<file path="config.mk">
export PLATFORM = sky130hd
export DESIGN_NAME = instr_fetch_unit
export DESIGN_NICKNAME = d
export VERILOG_FILES = /design/src/rtl/instr_fetch_unit.sv
export SDC_FILE = /design/constraint.sdc
export NUM_CORES = 1
export LEC_CHECK = 0
export CAP_MARGIN = 20
export CORE_ASPECT_RATIO = 1.25
export CORE_UTILIZATION = 45
export DETAILED_ROUTE_END_ITERATION = 12
export PLACE_DENSITY_LB_ADDON = 0.25
export SLEW_MARGIN = 20
export SYNTH_ARGS = -nofsm -noshare
export SYNTH_HDL_FRONTEND = slang
export SYNTH_SLANG_ARGS = --single-unit
</file>
<file path="constraint.sdc">
create_clock -name clk -period 8 [get_ports clk]
set_clock_uncertainty 0.05 [all_clocks]
set_input_delay 0.8 -clock clk [delete_from_list [all_inputs] [get_ports clk]]
set_output_delay 0.8 -clock clk [all_outputs]
set_load 0.02 [all_outputs]
</file>
<file path="src/rtl/instr_fetch_unit.sv">
// ============================================================================
//  Module   : instr_fetch_unit
//  Brief    : Fetch stage. Owns the fetch address, issues one outstanding
//             word-aligned request at a time to instruction memory, buffers
//             returned words in a small FIFO and hands (pc, instr) to decode.
//             Branch/jump redirects flush the buffer and drop any stale
//             in-flight response.
//  Revision : 1.0 - initial release
// ============================================================================
`default_nettype none

module instr_fetch_unit #(
    parameter logic [31:0] RESET_PC   = 32'h0000_0000,
    parameter int          FIFO_DEPTH = 2
) (
    input  logic        clk,
    input  logic        reset_n,
    input  logic        redirect_valid,
    input  logic [31:0] redirect_pc,
    output logic        imem_req_valid,
    output logic [31:0] imem_req_addr,
    input  logic        imem_req_ready,
    input  logic        imem_rsp_valid,
    input  logic [31:0] imem_rsp_data,
    output logic        if_valid,
    input  logic        if_ready,
    output logic [31:0] if_pc,
    output logic [31:0] if_instr,
    output logic [31:0] next_pc
);

    localparam int             CW      = $clog2(FIFO_DEPTH) + 1;
    localparam logic [CW-1:0]  C_DEPTH = CW'(FIFO_DEPTH);

    localparam logic [1:0] S_IDLE = 2'd0;  // no request outstanding
    localparam logic [1:0] S_WAIT = 2'd1;  // waiting for a live response
    localparam logic [1:0] S_DROP = 2'd2;  // waiting for a stale response

    logic [1:0]    r_state;
    logic [31:0]   r_fetch_addr;
    logic [31:0]   r_req_pc;
    logic [CW-1:0] r_count;
    logic [31:0]   r_fifo_pc    [FIFO_DEPTH];
    logic [31:0]   r_fifo_instr [FIFO_DEPTH];

    logic          w_credit;
    logic          w_req_valid;
    logic          w_accept;
    logic          w_push;
    logic          w_pop;
    logic [CW-1:0] w_wr_idx;
    logic          w_unused;

    // Credit only counts registered occupancy, so if_ready never reaches
    // imem_req_valid combinationally. Reset and redirect both mask the request.
    assign w_credit    = (r_count < C_DEPTH);
    assign w_req_valid = reset_n && !redirect_valid && (r_state == S_IDLE) && w_credit;
    assign w_accept    = w_req_valid && imem_req_ready;
    assign w_push      = (r_state == S_WAIT) && imem_rsp_valid;
    assign w_pop       = (r_count != '0) && if_ready;
    assign w_wr_idx    = r_count - {{(CW-1){1'b0}}, w_pop};

    // Low address bits of a redirect target are ignored by design.
    assign w_unused    = ^redirect_pc[1:0];

    // Fetch-address register and request/response state machine.
    always_ff @(posedge clk) begin
        if (!reset_n) begin
            r_state      <= S_IDLE;
            r_fetch_addr <= RESET_PC;
            r_req_pc     <= 32'h0;
        end else if (redirect_valid) begin
            r_fetch_addr <= {redirect_pc[31:2], 2'b00};
            case (r_state)
                S_WAIT, S_DROP: r_state <= imem_rsp_valid ? S_IDLE : S_DROP;
                default:        r_state <= S_IDLE;
            endcase
        end else begin
            case (r_state)
                S_IDLE: begin
                    if (w_accept) begin
                        r_req_pc     <= r_fetch_addr;
                        r_fetch_addr <= r_fetch_addr + 32'd4;
                        r_state      <= S_WAIT;
                    end
                end
                S_WAIT, S_DROP: begin
                    if (imem_rsp_valid) begin
                        r_state <= S_IDLE;
                    end
                end
                default: r_state <= S_IDLE;
            endcase
        end
    end

    // Shifting instruction buffer: entry 0 is always the registered head.
    always_ff @(posedge clk) begin
        if (!reset_n) begin
            r_count <= '0;
            for (int i = 0; i < FIFO_DEPTH; i++) begin
                r_fifo_pc[i]    <= 32'h0;
                r_fifo_instr[i] <= 32'h0;
            end
        end else if (redirect_valid) begin
            r_count <= '0;
        end else begin
            if (w_pop) begin
                for (int i = 0; i < FIFO_DEPTH - 1; i++) begin
                    r_fifo_pc[i]    <= r_fifo_pc[i+1];
                    r_fifo_instr[i] <= r_fifo_instr[i+1];
                end
            end
            // A push lands after the shift, so it overrides the shifted value.
            for (int i = 0; i < FIFO_DEPTH; i++) begin
                if (w_push && (w_wr_idx == CW'(i))) begin
                    r_fifo_pc[i]    <= r_req_pc;
                    r_fifo_instr[i] <= imem_rsp_data;
                end
            end
            r_count <= r_count + {{(CW-1){1'b0}}, w_push} - {{(CW-1){1'b0}}, w_pop};
        end
    end

    assign imem_req_valid = w_req_valid;
    assign imem_req_addr  = r_fetch_addr;
    assign if_valid       = (r_count != '0);
    assign if_pc          = r_fifo_pc[0];
    assign if_instr       = r_fifo_instr[0];
    assign next_pc        = r_fetch_addr;

endmodule

`default_nettype wire

</file>
# [Word-level counts from Yosys, hierarchy flattened]
# Memory sizes are Yosys's and may differ from the RTL's.
# Index checks and enable logic that the tools add are counted.
[word_totals] register_bits=68 memories=2 rom_bits=0 latch_bits=0 ram_bits=128
[memory_table] name="r_fifo_instr" words=2 width=32 rd=2 rd_clocked_by_memory_dff=0 wr=2 line_no="44" source="logic [31:0] r_fifo_instr [FIFO_DEPTH];"
[memory_table] name="r_fifo_pc" words=2 width=32 rd=2 rd_clocked_by_memory_dff=0 wr=2 line_no="43" source="logic [31:0] r_fifo_pc [FIFO_DEPTH];"
[classes] addsub=4 div=0 multipliers=0 n_bitwise=8 n_reduce_logical=20 n_shift=0 muxes=28 n_eq_ne=5 n_lt_le_gt_ge=1
[op_table] operator="2-to-1 mux 32 bit" count=9
[op_table] operator="adder 32 x 3 -> 32 bit, second input constant" count=1
[op_table] operator="2-to-1 mux 1 bit" count=13
[op_table] operator="2-to-1 mux 2 bit" count=5
[op_table] operator="logical AND 1 bit" count=8
[op_table] operator="inequality test 3 bit, second input constant" count=2
[op_table] operator="OR 1 bit" count=6
[op_table] operator="AND reduction 2 bit" count=3
[op_table] operator="nonzero test 2 bit" count=3
[op_table] operator="equality test 2 x 1 -> 1 bit, second input constant" count=2
[op_table] operator="zero test 2 bit" count=2
[op_table] operator="case mux 2 bit (2 select lines)" count=1
[op_table] operator="OR reduction 2 bit" count=2
[op_table] operator="subtractor 2 x 1 -> 2 bit" count=2
[op_table] operator="AND reduction 3 bit" count=1
[op_table] operator="adder 2 x 1 -> 2 bit" count=1
[op_table] operator="equality test 2 bit, second input constant" count=1
[op_table] operator="< comparator 2 bit, second input constant" count=1
[op_table] operator="NOT 1 bit" count=2
[op_table] operator="zero test 1 bit" count=1

# [Logic depth before layout (Yosys ltp)]
[logic_depth] word_depth=10 mapped_depth=8 mapped_depth_nobuf=7

# [Least setup slack after synthesis]
# OpenSTA, ideal clock, no wires.
[synth_path] path_kind="input -> register" from="in redirect_valid" to="mem r_fifo_instr[1][0] (netlist: r_fifo_instr[0][32]) (enable)" cell_stages=4 path_buffers=3 setup_time_ps=573 setup_slack_ps=1347 t_required_ps=7377 arrival_ps=6030 path_cell_list="clkbuf_1 > clkbuf_1 > clkbuf_1 > o31ai_1"
[synth_lines] item="start, declared" line_no="18" source="input logic redirect_valid,"
[synth_lines] item="end, declared" line_no="44"

# [Worst setup path in the final report]
[layout_path] from="in reset_n" to="out imem_req_valid"
[layout_via] elab_chain_len=3
[layout_lines] item="start, declared" line_no="17" source="input logic reset_n,"
[layout_lines] item="logical AND 1 bit (3 in series)" line_no="57" source="assign w_req_valid = reset_n && !redirect_valid && (r_state == S_IDLE) && w_credit;"
[layout_lines] item="end, declared" line_no="20" source="output logic imem_req_valid,"
# No other way between the ends.

==> summary.md <==
| Metric | Value |
|---|---|
| CORE AREA | `19400 µm²` |
| Fillers | `1793` |
| CP cell instances | `clkdlybuf4s50_1 -> buf_4 -> nor3b_2 -> and2_1 -> clkdlybuf4s50_1` |
| Post-route ant nets | `0` |
| Global-route usage over all layers | `19.7%` |
| Die X | `128 µm` |
| Worst EP required | `7150 ps` |
| Setup crit end kind | `output port` |
| Number of global-route vias before repair | `6111` |
| RSZ-0062 raised after global routing | `false` |
| Max-slew headroom | `46.5%` |
| Port-buffer cells | `191` |
| First-pass GRT wire length | `31.6 mm` |
| Mean Syn Cell Area | `9.83 µm²` |
| N_diodes | `0` |
| Measured slew at the worst slew-check pin | `798 ps` |
| Status | `finished, final reports clean` |
| Die height | `159 µm` |
| CTS Root Cell | `clkbuf_16` |
| Slew Limit Fails | `0` |
| Via count of the routed design | `6496` |
| Clock sinks | `188` |
| EDFF count, synth | `124` |
| Yosys reg bits | `188` |
| Crit-path max FO | `27` |
| Flop2flop setup slack | `5190 ps` |
| Routed WL | `19.3 mm` |
| Power Dens Cells | `197 nW/µm²` |
| Initial antenna violation count | `0` |
| Ys async rst share | `0%` |
| Vias per cell | `5.18` |
| Arr. time, crit path | `2920 ps` |
| Period Utilization, post-route | `47.1%` |
| I/O pin count | `200` |
| TritonCTS Buffers | `17` |
| Max-cap violations | `0` |
| Pre-antenna DRT Iters | `5` |
| Hold Buf Count CTS | `0` |
| Cell count after synthesis | `902` |
| CP Class | `in -> out` |
| Ys Warns | `0` |
| Clock slew at reported path FFs | `60 ps` |
| Gpl congestion | `0.788` |
| Clk buf depth | `2` |
| Drt drc | `0` |
| CTS H-Tree Depth | `4` |
| Post_cts resized | `0` |
| Share of cells above drive strength 1 | `5.76%` |
| Maximum number of pins on one net before global-route repair | `64` |
| Most used cell, CP | `clkdlybuf4s50_1` |
| Yosys cell types | `58` |
| Final hold violation count | `0` |
| Die footprint | `20300 µm²` |
| Setup TNS | `0 ps` |
| Synth Flop Type | `edfxtp_1` |
| CP startpoint kind | `primary input` |
| Total grt overflow | `0` |
| Mapped Area | `8860 µm²` |
| Peak Freq | `265 MHz` |
| Row cnt | `57` |
| Nets | `1050` |
| WL/cell | `15.4 µm` |
| Final setup vio count | `0` |
| HPWL Detailed | `12.3 mm` |
| Later-pin clock latency in the skew report | `430 ps` |
| CTS tree | `yes` |
| Iter 0 DRT Violations | `472` |
| Critical path's slowest cell | `clkdlybuf4s50_1` |
| Seq/Total Area, Yosys | `56.5%` |
| Leak pwr | `4.07 nW` |
| VDD IR max | `0.144 mV` |
| Min Tclk post-route | `3770 ps` |
| P&R area growth vs syn | `22.7%` |
| Initial Util | `45.7%` |
| Post-CTS Setup Repair Bufs | `0` |
| Worst hold slack | `416 ps` |
| Hold Crit Class | `reg -> reg` |
| Slowest stage delay, CP | `620 ps` |
==> final cells by class <==
| cell class | instances | area, µm² | area share (%) |
|---|---|---|---|
| clock buffers | 20 | 458 | 4.21 |
| clock inverters | 12 | 111 | 1.02 |
| inverters | 5 | 18.8 | 0.173 |
| multi-input cells | 561 | 2950 | 27.1 |
| flip-flops and latches | 188 | 5000 | 46.0 |
| well taps | 265 | 332 | 3.05 |
| repair buffers | 203 | 2000 | 18.4 |
==> registers in the layout, summed over array words and instances, names as in the netlist <==
signal / flops
r_req_pc: 30
r_fifo_instr: 64
r_state: 2
r_fifo_pc: 60
imem_req_addr: 30
r_count: 2
==> cell usage in the layout (no fill, tap or decap), types with 3 or more instances in the layout <==
cell type        count
o21ai_0             16
and3_1              76
conb_1               6
a21oi_1            103
nor3_1               6
nor2_1              22
and4_1               4
buf_4               12
nand2_1            218
clkbuf_16           18
o21a_1               3
edfxtp_1           124
ha_1                 4
inv_6                4
a31oi_1              7
dfxtp_1             64
clkdlybuf4s50_1    191
and2_1               5
xor2_1               7
clkinv_1             4
nor3b_1              5
nand4_1             14
nand3_1             17
inv_1                3
==> power breakdown <==
part / internal (mW) / switching, mW
Sequential: 1.07 / 0.0277
Combinational: 0.104 / 0.122
Clock: 0.452 / 0.370
==> cell families after synthesis <==
group                    Yosys count  share of synthesized area, %
flip-flops                       188                          56.5
XOR/XNOR                           9                         0.890
AND/OR/NAND/NOR                  393                          21.6
AO/OA/AOI/OAI                    147                          9.23
multiplexers                       2                         0.254
adder cells (fa/ha/maj)            4                         0.565
buffers and inverters            158                          10.9
other                              1                        0.0423
==> critical path: cells and delay by family <==
kind          cells  cell delay (ps)
buf+inv           3             1380
simple gates      2              740
==> cells in the mapped netlist, drive strengths merged, types with 3 or more instances <==
cell	count	share of area, %
o21a	3	0.25
and2	6	0.42
a31oi	7	0.49
xor2	7	0.69
a21oi	103	5.8
ha	4	0.56
dfxtp	64	14
nand3	17	0.96
edfxtp	124	42
inv	3	0.13
nand4	16	1.3
and4	4	0.40
buf	103	8.6
nor2	23	0.97
clkbuf	50	2.1
and3	76	5.4
nor3	7	0.40
nor4	3	0.45
o21ai	17	0.96
nor3b	6	0.56
nand2	219	9.3
==> per-layer routing <==
metal  wire length [µm]  track usage [%]  vias up
met2               9160             33.1      234
li1                   -                -     3208
met4                276             6.22        0
met3               1200             4.11       25
met5                  0                0        -
met1               8650             25.4     3029
==> through the flow <==
stage / total power [mW] / setup WS, ps / cell area (µm²) / utilization, % / instances
finish: 2.14 / 4230 / 10900 / 56.1 / 1254
global route: 2.22 / 4130 / 10900 / 56.1 / 1254
CTS: 2.16 / 4260 / 10900 / 56.1 / 1254
detailed placement: 1.34 / 3980 / 10300 / 53.1 / 1222
global placement: 1.34 / 4030 / 10300 / 53.1 / 1222
floorplan: 1.25 / 1350 / 8880 / - / 907
==> worst paths after layout <==
kind	cells after the start	to	from
worst max register to register	8	r_fifo_pc[0][15]$_SDFFCE_PN0P_	r_state[1]$_SDFFE_PN0P_
worst min-delay path	2	r_req_pc[12]$_SDFFE_PN0P_	r_req_pc[12]$_SDFFE_PN0P_
worst min register to register	2	r_req_pc[12]$_SDFFE_PN0P_	r_req_pc[12]$_SDFFE_PN0P_
worst max-delay path	5	imem_req_valid	reset_n
Power figures use the tool's default switching activity.
